--- src/rtl/dm_sba_master_if.sv ---
// System-bus side of the SBA master: one request/grant/response channel, 32-bit data.
interface dm_sba_master_if;
  logic        req_o;
  logic        we_o;
  logic [31:0] addr_o;
  logic [3:0]  be_o;
  logic [31:0] wdata_o;
  logic        gnt_i;
  logic        rvalid_i;
  logic        err_i;
  logic [31:0] rdata_i;

  modport master (
    output req_o, we_o, addr_o, be_o, wdata_o,
    input  gnt_i, rvalid_i, err_i, rdata_i
  );

  modport slave (
    input  req_o, we_o, addr_o, be_o, wdata_o,
    output gnt_i, rvalid_i, err_i, rdata_i
  );
endinterface

--- src/rtl/dm_sba_master.sv ---
// Debug-module System Bus Access master: one bus transaction per register-block trigger.
// Optional access timeout enabled by defining DM_SBA_TIMEOUT_EN.
module dm_sba_master #(
  parameter int unsigned TIMEOUT_CYCLES = 256
) (
  input  logic        clk_i,
  input  logic        rst_ni,
  input  logic [31:0] sbaddress_i,
  input  logic [31:0] sbdata_i,
  input  logic [2:0]  sbaccess_i,
  input  logic        sbautoincrement_i,
  input  logic        sbreadondata_i,
  input  logic        sbreadonaddr_i,
  input  logic        sbaddress_write_valid_i,
  input  logic        sbdata_read_valid_i,
  input  logic        sbdata_write_valid_i,
  output logic        sbbusy_o,
  output logic        sbbusyerror_o,
  output logic [2:0]  sberror_o,
  output logic        sberror_valid_o,
  output logic [31:0] sbdata_o,
  output logic        sbdata_valid_o,
  output logic [31:0] sbaddress_o,
  output logic        sbaddress_valid_o,
  dm_sba_master_if.master bus
);

  if (TIMEOUT_CYCLES < 2) begin : g_param_check
    $error("TIMEOUT_CYCLES must be at least 2");
  end

  typedef enum logic [1:0] {StIdle, StReq, StWait, StDone} state_e;

  state_e      r_state, w_state;
  logic [31:0] r_addr, r_wdata, r_sbdata, r_sbaddress;
  logic [3:0]  r_be;
  logic [1:0]  r_size;
  logic        r_we, r_autoinc, r_busyerr;
  logic [2:0]  r_sberror;

  logic        w_trig_wr, w_trig, w_fin;
  logic [2:0]  w_pre_err, w_code;
  logic [31:0] w_wdata, w_rshift, w_rdata;
  logic [3:0]  w_be;

`ifdef DM_SBA_TIMEOUT_EN
  localparam int unsigned CntW = $clog2(TIMEOUT_CYCLES + 1);
  logic [CntW-1:0] r_cnt, w_cnt;
`endif

  // Priority decode: a write strobe masks any read trigger in the same cycle.
  always_comb begin
    w_trig_wr = sbdata_write_valid_i;
    w_trig    = w_trig_wr | (sbaddress_write_valid_i & sbreadonaddr_i) |
                (sbdata_read_valid_i & sbreadondata_i);
    if (sbaccess_i > 3'd2) begin
      w_pre_err = 3'd4;
    end else if ((sbaccess_i == 3'd1 && sbaddress_i[0]) ||
                 (sbaccess_i == 3'd2 && sbaddress_i[1:0] != 2'b00)) begin
      w_pre_err = 3'd3;
    end else begin
      w_pre_err = 3'd0;
    end
    unique case (sbaccess_i[1:0])
      2'd0:    begin w_wdata = {4{sbdata_i[7:0]}};  w_be = 4'b0001 << sbaddress_i[1:0]; end
      2'd1:    begin w_wdata = {2{sbdata_i[15:0]}}; w_be = 4'b0011 << sbaddress_i[1:0]; end
      default: begin w_wdata = sbdata_i;            w_be = 4'hF;                        end
    endcase
    w_rshift = bus.rdata_i >> {r_addr[1:0], 3'b000};
    unique case (r_size)
      2'd0:    w_rdata = {24'd0, w_rshift[7:0]};
      2'd1:    w_rdata = {16'd0, w_rshift[15:0]};
      default: w_rdata = w_rshift;
    endcase
  end

  always_comb begin
    w_state = r_state;
    w_fin   = 1'b0;
    w_code  = 3'd0;
    unique case (r_state)
      StIdle: begin
        if (w_trig) begin
          if (w_pre_err != 3'd0) begin
            w_state = StDone;
            w_fin   = 1'b1;
            w_code  = w_pre_err;
          end else begin
            w_state = StReq;
          end
        end
      end
      StReq:  if (bus.gnt_i) w_state = StWait;
      StWait: begin
        if (bus.rvalid_i) begin
          w_state = StDone;
          w_fin   = 1'b1;
          w_code  = bus.err_i ? 3'd2 : 3'd0;
        end
      end
      StDone:  w_state = StIdle;
      default: w_state = StIdle;
    endcase
`ifdef DM_SBA_TIMEOUT_EN
    w_cnt = '0;
    if (r_state == StReq || r_state == StWait) begin
      // Timeout overrides a same-cycle grant or response.
      if (r_cnt == CntW'(TIMEOUT_CYCLES - 1)) begin
        w_state = StDone;
        w_fin   = 1'b1;
        w_code  = 3'd1;
      end else begin
        w_cnt = r_cnt + 1'b1;
      end
    end
`endif
  end

  always_ff @(posedge clk_i or negedge rst_ni) begin
    if (!rst_ni) begin
      r_state <= StIdle;
`ifdef DM_SBA_TIMEOUT_EN
      r_cnt   <= '0;
`endif
    end else begin
      r_state <= w_state;
`ifdef DM_SBA_TIMEOUT_EN
      r_cnt   <= w_cnt;
`endif
    end
  end

  always_ff @(posedge clk_i or negedge rst_ni) begin
    if (!rst_ni) begin
      r_addr      <= '0;
      r_wdata     <= '0;
      r_be        <= '0;
      r_size      <= '0;
      r_we        <= 1'b0;
      r_autoinc   <= 1'b0;
      r_busyerr   <= 1'b0;
      r_sberror   <= '0;
      r_sbdata    <= '0;
      r_sbaddress <= '0;
    end else begin
      r_busyerr <= w_trig & (r_state != StIdle);
      if (r_state == StIdle && w_trig) begin
        r_addr    <= sbaddress_i;
        r_wdata   <= w_wdata;
        r_be      <= w_be;
        r_size    <= sbaccess_i[1:0];
        r_we      <= w_trig_wr;
        r_autoinc <= sbautoincrement_i;
      end
      if (w_fin) begin
        r_sberror <= w_code;
        if (w_code == 3'd0 && !r_we) r_sbdata <= w_rdata;
        if (w_code == 3'd0 && r_autoinc) r_sbaddress <= r_addr + (32'd1 << r_size);
      end
    end
  end

  always_comb begin
    sbbusy_o          = (r_state != StIdle);
    sbbusyerror_o     = r_busyerr;
    sberror_o         = r_sberror;
    sberror_valid_o   = (r_state == StDone);
    sbdata_o          = r_sbdata;
    sbdata_valid_o    = (r_state == StDone) & ~r_we & (r_sberror == 3'd0);
    sbaddress_o       = r_sbaddress;
    sbaddress_valid_o = (r_state == StDone) & r_autoinc & (r_sberror == 3'd0);
    bus.req_o         = (r_state == StReq);
    bus.we_o          = r_we;
    bus.addr_o        = {r_addr[31:2], 2'b00};
    bus.be_o          = r_be;
    bus.wdata_o       = r_wdata;
  end

endmodule

--- src/flat_wrapper.sv ---
// flat-port wrapper written by rule: the top's interface ports become plain ports
module dm_sba_master_flat 
#(
  parameter int unsigned TIMEOUT_CYCLES = 256
)
  (clk_i, rst_ni, sbaddress_i, sbdata_i, sbaccess_i, sbautoincrement_i, sbreadondata_i, sbreadonaddr_i, sbaddress_write_valid_i, sbdata_read_valid_i, sbdata_write_valid_i, sbbusy_o, sbbusyerror_o, sberror_o, sberror_valid_o, sbdata_o, sbdata_valid_o, sbaddress_o, sbaddress_valid_o, bus_req_o, bus_we_o, bus_addr_o, bus_be_o, bus_wdata_o, bus_gnt_i, bus_rvalid_i, bus_err_i, bus_rdata_i);
  dm_sba_master_if bus_i ();
  input  logic clk_i;
  input  logic rst_ni;
  input  logic [31:0] sbaddress_i;
  input  logic [31:0] sbdata_i;
  input  logic [2:0] sbaccess_i;
  input  logic sbautoincrement_i;
  input  logic sbreadondata_i;
  input  logic sbreadonaddr_i;
  input  logic sbaddress_write_valid_i;
  input  logic sbdata_read_valid_i;
  input  logic sbdata_write_valid_i;
  output logic sbbusy_o;
  output logic sbbusyerror_o;
  output logic [2:0] sberror_o;
  output logic sberror_valid_o;
  output logic [31:0] sbdata_o;
  output logic sbdata_valid_o;
  output logic [31:0] sbaddress_o;
  output logic sbaddress_valid_o;
  output wire logic [$bits(bus_i.req_o)-1:0] bus_req_o;
  output wire logic [$bits(bus_i.we_o)-1:0] bus_we_o;
  output wire logic [$bits(bus_i.addr_o)-1:0] bus_addr_o;
  output wire logic [$bits(bus_i.be_o)-1:0] bus_be_o;
  output wire logic [$bits(bus_i.wdata_o)-1:0] bus_wdata_o;
  input wire logic [$bits(bus_i.gnt_i)-1:0] bus_gnt_i;
  input wire logic [$bits(bus_i.rvalid_i)-1:0] bus_rvalid_i;
  input wire logic [$bits(bus_i.err_i)-1:0] bus_err_i;
  input wire logic [$bits(bus_i.rdata_i)-1:0] bus_rdata_i;
  assign bus_req_o = bus_i.req_o;
  assign bus_we_o = bus_i.we_o;
  assign bus_addr_o = bus_i.addr_o;
  assign bus_be_o = bus_i.be_o;
  assign bus_wdata_o = bus_i.wdata_o;
  assign bus_i.gnt_i = bus_gnt_i;
  assign bus_i.rvalid_i = bus_rvalid_i;
  assign bus_i.err_i = bus_err_i;
  assign bus_i.rdata_i = bus_rdata_i;
  dm_sba_master #(.TIMEOUT_CYCLES(TIMEOUT_CYCLES)) u_core (.clk_i(clk_i), .rst_ni(rst_ni), .sbaddress_i(sbaddress_i), .sbdata_i(sbdata_i), .sbaccess_i(sbaccess_i), .sbautoincrement_i(sbautoincrement_i), .sbreadondata_i(sbreadondata_i), .sbreadonaddr_i(sbreadonaddr_i), .sbaddress_write_valid_i(sbaddress_write_valid_i), .sbdata_read_valid_i(sbdata_read_valid_i), .sbdata_write_valid_i(sbdata_write_valid_i), .sbbusy_o(sbbusy_o), .sbbusyerror_o(sbbusyerror_o), .sberror_o(sberror_o), .sberror_valid_o(sberror_valid_o), .sbdata_o(sbdata_o), .sbdata_valid_o(sbdata_valid_o), .sbaddress_o(sbaddress_o), .sbaddress_valid_o(sbaddress_valid_o), .bus(bus_i));
endmodule
--- config.mk ---
export PLATFORM = sky130hd
export DESIGN_NAME = dm_sba_master_flat
export DESIGN_NICKNAME = d
export VERILOG_FILES = /design/src/rtl/dm_sba_master_if.sv /design/src/rtl/dm_sba_master.sv /design/src/flat_wrapper.sv
export SDC_FILE = /design/constraint.sdc
export NUM_CORES = 1
export LEC_CHECK = 0
export CORE_MARGIN = 2
export CORE_UTILIZATION = 46
export DETAILED_ROUTE_END_ITERATION = 10
export GPL_TIMING_DRIVEN = 0
export PLACE_DENSITY = 0.82
export SLEW_MARGIN = 20
export SYNTH_ARGS = -nofsm -noshare
export SYNTH_HDL_FRONTEND = slang
export SYNTH_SLANG_ARGS = --single-unit
--- constraint.sdc ---
create_clock -name clk_i -period 3.6 [get_ports clk_i]
set_input_delay 0.72 -clock clk_i [delete_from_list [all_inputs] [get_ports clk_i]]
set_output_delay 0.72 -clock clk_i [all_outputs]
set_load 0.1 [all_outputs]
==> reports/qor.csv <==
metric,value,unit
status,finished clean,
kind of critical path,reg -> reg,
minimum clock period,3.29,ns
hold slack final,0.247,ns
CTS tree,done,
FMAX,0.304,GHz
Max Cap Viol,0,
Yosys cell types,46,
clk_skew,0.00740,ns
HP Class,in -> async,
wire per inst,18.0,um
n_diodes,0,
Vert. Die Dim,129,um
clk_lat worst skew,0.42,ns
Synth Flop Type,dfrtp_1,
antenna violations before repair,0,
Max-slew headroom,0.272,
Hold Fails Final Rpt,0,
worst slew pin tran,1.09,ns
TritonRoute pass-1 iters,4,
GPL Wtd Cong,0.881,
full die area,16600,um^2
Critical Path RT,3.95,ns
Total Wirelength,20900,um
unrepaired setup endpoints after global routing,no,
H-tree depth,4,
grt met3 use,0.0686,
row count,45,
non-filler cells in the finished layout,1163,
sequential share of the synthesized area,0.497,
Post-DP HPWL,15400,um
Synth Instances,696,
vias after detailed routing,6193,
GRT Max-Usage Layer,met2,
crit path DAT,3.63,ns
post-route cell area,10500,um^2
clock transition at the registers of the reported paths,0.06,ns
number of synthesized flops with an enable pin,0,
Slew Limit Fails,0,
DRC viols,0,
count of placed standard cells including taps,1132,
routed vias/inst,5.33,
synthesized area per cell,10.3,um^2
synth warn,0,
Worst Setup Start Kind,flop,
Post-DP Area,9880,um^2
ys async rst share,1.00,
first-pass GRT wire length,32500,um
Seq cells post-synth,142,
gr usage total,0.255,
largest net degree at the start of global routing,74,
CTS root buf,clkbuf_16,
Mapped Area,7150,um^2
layout cells sized above 1,0.146,
die width,129,um
Initial Util,0.470,
via count of the first global-routing pass,6083,
Routed Antenna Nets,0,
met1 Use GR,0.327,
period utilization,0.913,
port bufs,246,
GRT met2 Usage,0.420,
I/O Pins,252,
Initial DRC Count,490,
CTS max path bufs,2,
total CTS buffers,17,
Nets,1082,
# setup viols final,0,
area delta synth->final,46.4,%
clock sinks,142,
Crit Path Max Fanout,10,
Overflow after GRT,0,
Core Area,15200,um^2
Critical Path End Type,flop,
-- flip-flops by register name, summed over array words and instances (netlist names) --
name,flops
u_core.bus.wdata_o,32
u_core.r_addr,32
u_core.sbaddress_o,32
u_core.sbdata_o,32
u_core.bus.be_o,4
u_core.sberror_o,3
u_core.r_size,2
u_core.r_state,2
u_core.bus.we_o,1
u_core.r_autoinc,1
u_core.sbbusyerror_o,1
-- critical path: stages (launching register included) --
cell and delay, ns:
dfrtp_1 0.46, nor2_1 0.49, ha_1 0.30, inv_1 0.07, fa_1 0.39, nand2b_1 0.18, a21oi_1 0.48, clkbuf_2 0.38
nand3_1 0.15, xor2_1 0.16, a21oi_1 0.14
-- logic make-up after synthesis --
family,after synthesis,share of synthesized area
AO/OA/AOI/OAI,141,0.114
XOR/XNOR,28,0.0343
adder cells (fa/ha/maj),9,0.0168
buffers and inverters,80,0.0655
flip-flops,142,0.497
multiplexers,96,0.144
other,1,0.000525
AND/OR/NAND/NOR,199,0.128
-- metrics by stage --
step	TNS, ns	setup WS [ns]	utilization
6_report	0	0.313	0.688
5_1_grt	0	0.174	0.688
4_1_cts	0	0.177	0.688
3_5_place_dp	0	0.215	0.650
3_3_place_gp	-565.75	-3.99	0.648
2_1_floorplan	0	0.289	-
-- final timing paths --
check | startpoint | to | slack, ns | cells past startpoint
max | u_core.r_size[1]$_DFFE_PN0P_ | u_core.sbaddress_o[20]$_DFFE_PN0P_ | 0.31 | 10
min | rst_ni | u_core.r_addr[11]$_DFFE_PN0P_ | 0.25 | 1
max reg2reg | u_core.r_size[1]$_DFFE_PN0P_ | u_core.sbaddress_o[20]$_DFFE_PN0P_ | 0.31 | 10
min reg2reg | u_core.sbdata_o[28]$_DFFE_PN0P_ | u_core.sbdata_o[28]$_DFFE_PN0P_ | 0.48 | 2
max in group asynchronous | rst_ni | u_core.bus.be_o[1]$_DFFE_PN0P_ | 2.60 | 2
min in group clk_i | u_core.sbdata_o[28]$_DFFE_PN0P_ | u_core.sbdata_o[28]$_DFFE_PN0P_ | 0.48 | 2
-- layout make-up --
type / instances / area (um^2)
well taps: 188 / 235
flip-flops and latches: 142 / 3550
clock buffers: 25 / 495
multi-input cells: 475 / 3130
clock inverters: 6 / 82.6
repair buffers: 247 / 2490
plain buffers: 71 / 435
inverters: 9 / 33.8
fillers: 1195 / 4740
-- timing repair --
item / in CTS / in global routing
hold buffers: 0 / 0
endpoints found under the hold margin: 0 / 0
buffers inserted: 0 / 0
endpoints found under the setup margin: 0 / 7
resized for setup: 0 / 2
-- layout by cell type (no fill, tap or decap), types with 2 or more instances in the layout --
cell	count
xnor2_1	5
mux2_2	55
nor2_1	64
buf_2	11
bufinv_16	2
clkbuf_8	4
clkbuf_1	21
a211oi_1	9
a21oi_1	59
ha_1	8
or3_1	2
inv_1	9
nand4_2	2
clkdlybuf4s50_1	245
a21o_1	3
conb_1	2
buf_4	39
and3_1	6
xor2_1	23
clkinv_2	3
nand2b_1	4
buf_1	2
nor2b_1	12
o21ai_0	42
dfrtp_1	142
nand4_1	13
nand2_1	72
mux2i_1	41
nor3_1	7
o211ai_1	2
clkbuf_16	17
o31ai_1	15
nand3_1	11
and2_1	2
-- Yosys cell counts, types with 2 or more instances --
cell type / count / area [um^2]
o31ai_1: 15 / 113
and3_1: 6 / 37.5
inv_1: 9 / 33.8
mux2_2: 55 / 619
xnor2_1: 5 / 43.8
nor3_1: 7 / 35.0
or3_1: 2 / 12.5
nand4_1: 13 / 81.3
nor2_1: 64 / 240
mux2i_1: 41 / 410
o21ai_0: 42 / 210
a21o_1: 3 / 22.5
and2_1: 2 / 12.5
buf_2: 11 / 55.1
a211oi_1: 9 / 67.6
nand2_1: 72 / 270
dfrtp_1: 142 / 3550
buf_1: 2 / 7.51
nand3_1: 11 / 55.1
o211ai_1: 2 / 15.0
clkbuf_1: 18 / 67.6
a21oi_1: 59 / 295
buf_4: 39 / 293
ha_1: 8 / 100
nor2b_1: 12 / 75.1
nand2b_1: 4 / 25.0
nand4_2: 2 / 25.0
xor2_1: 23 / 201
-- metal layers --
metal	wire length, um	up-vias
met2	10400	203
met5	0	-
met1	8630	3035
li1	-	2921
met3	1350	34
met4	507	0
Power is left out: the tool's default activity adds up to more than one toggle a clock period on the data nets, which glitch-free logic cannot reach.
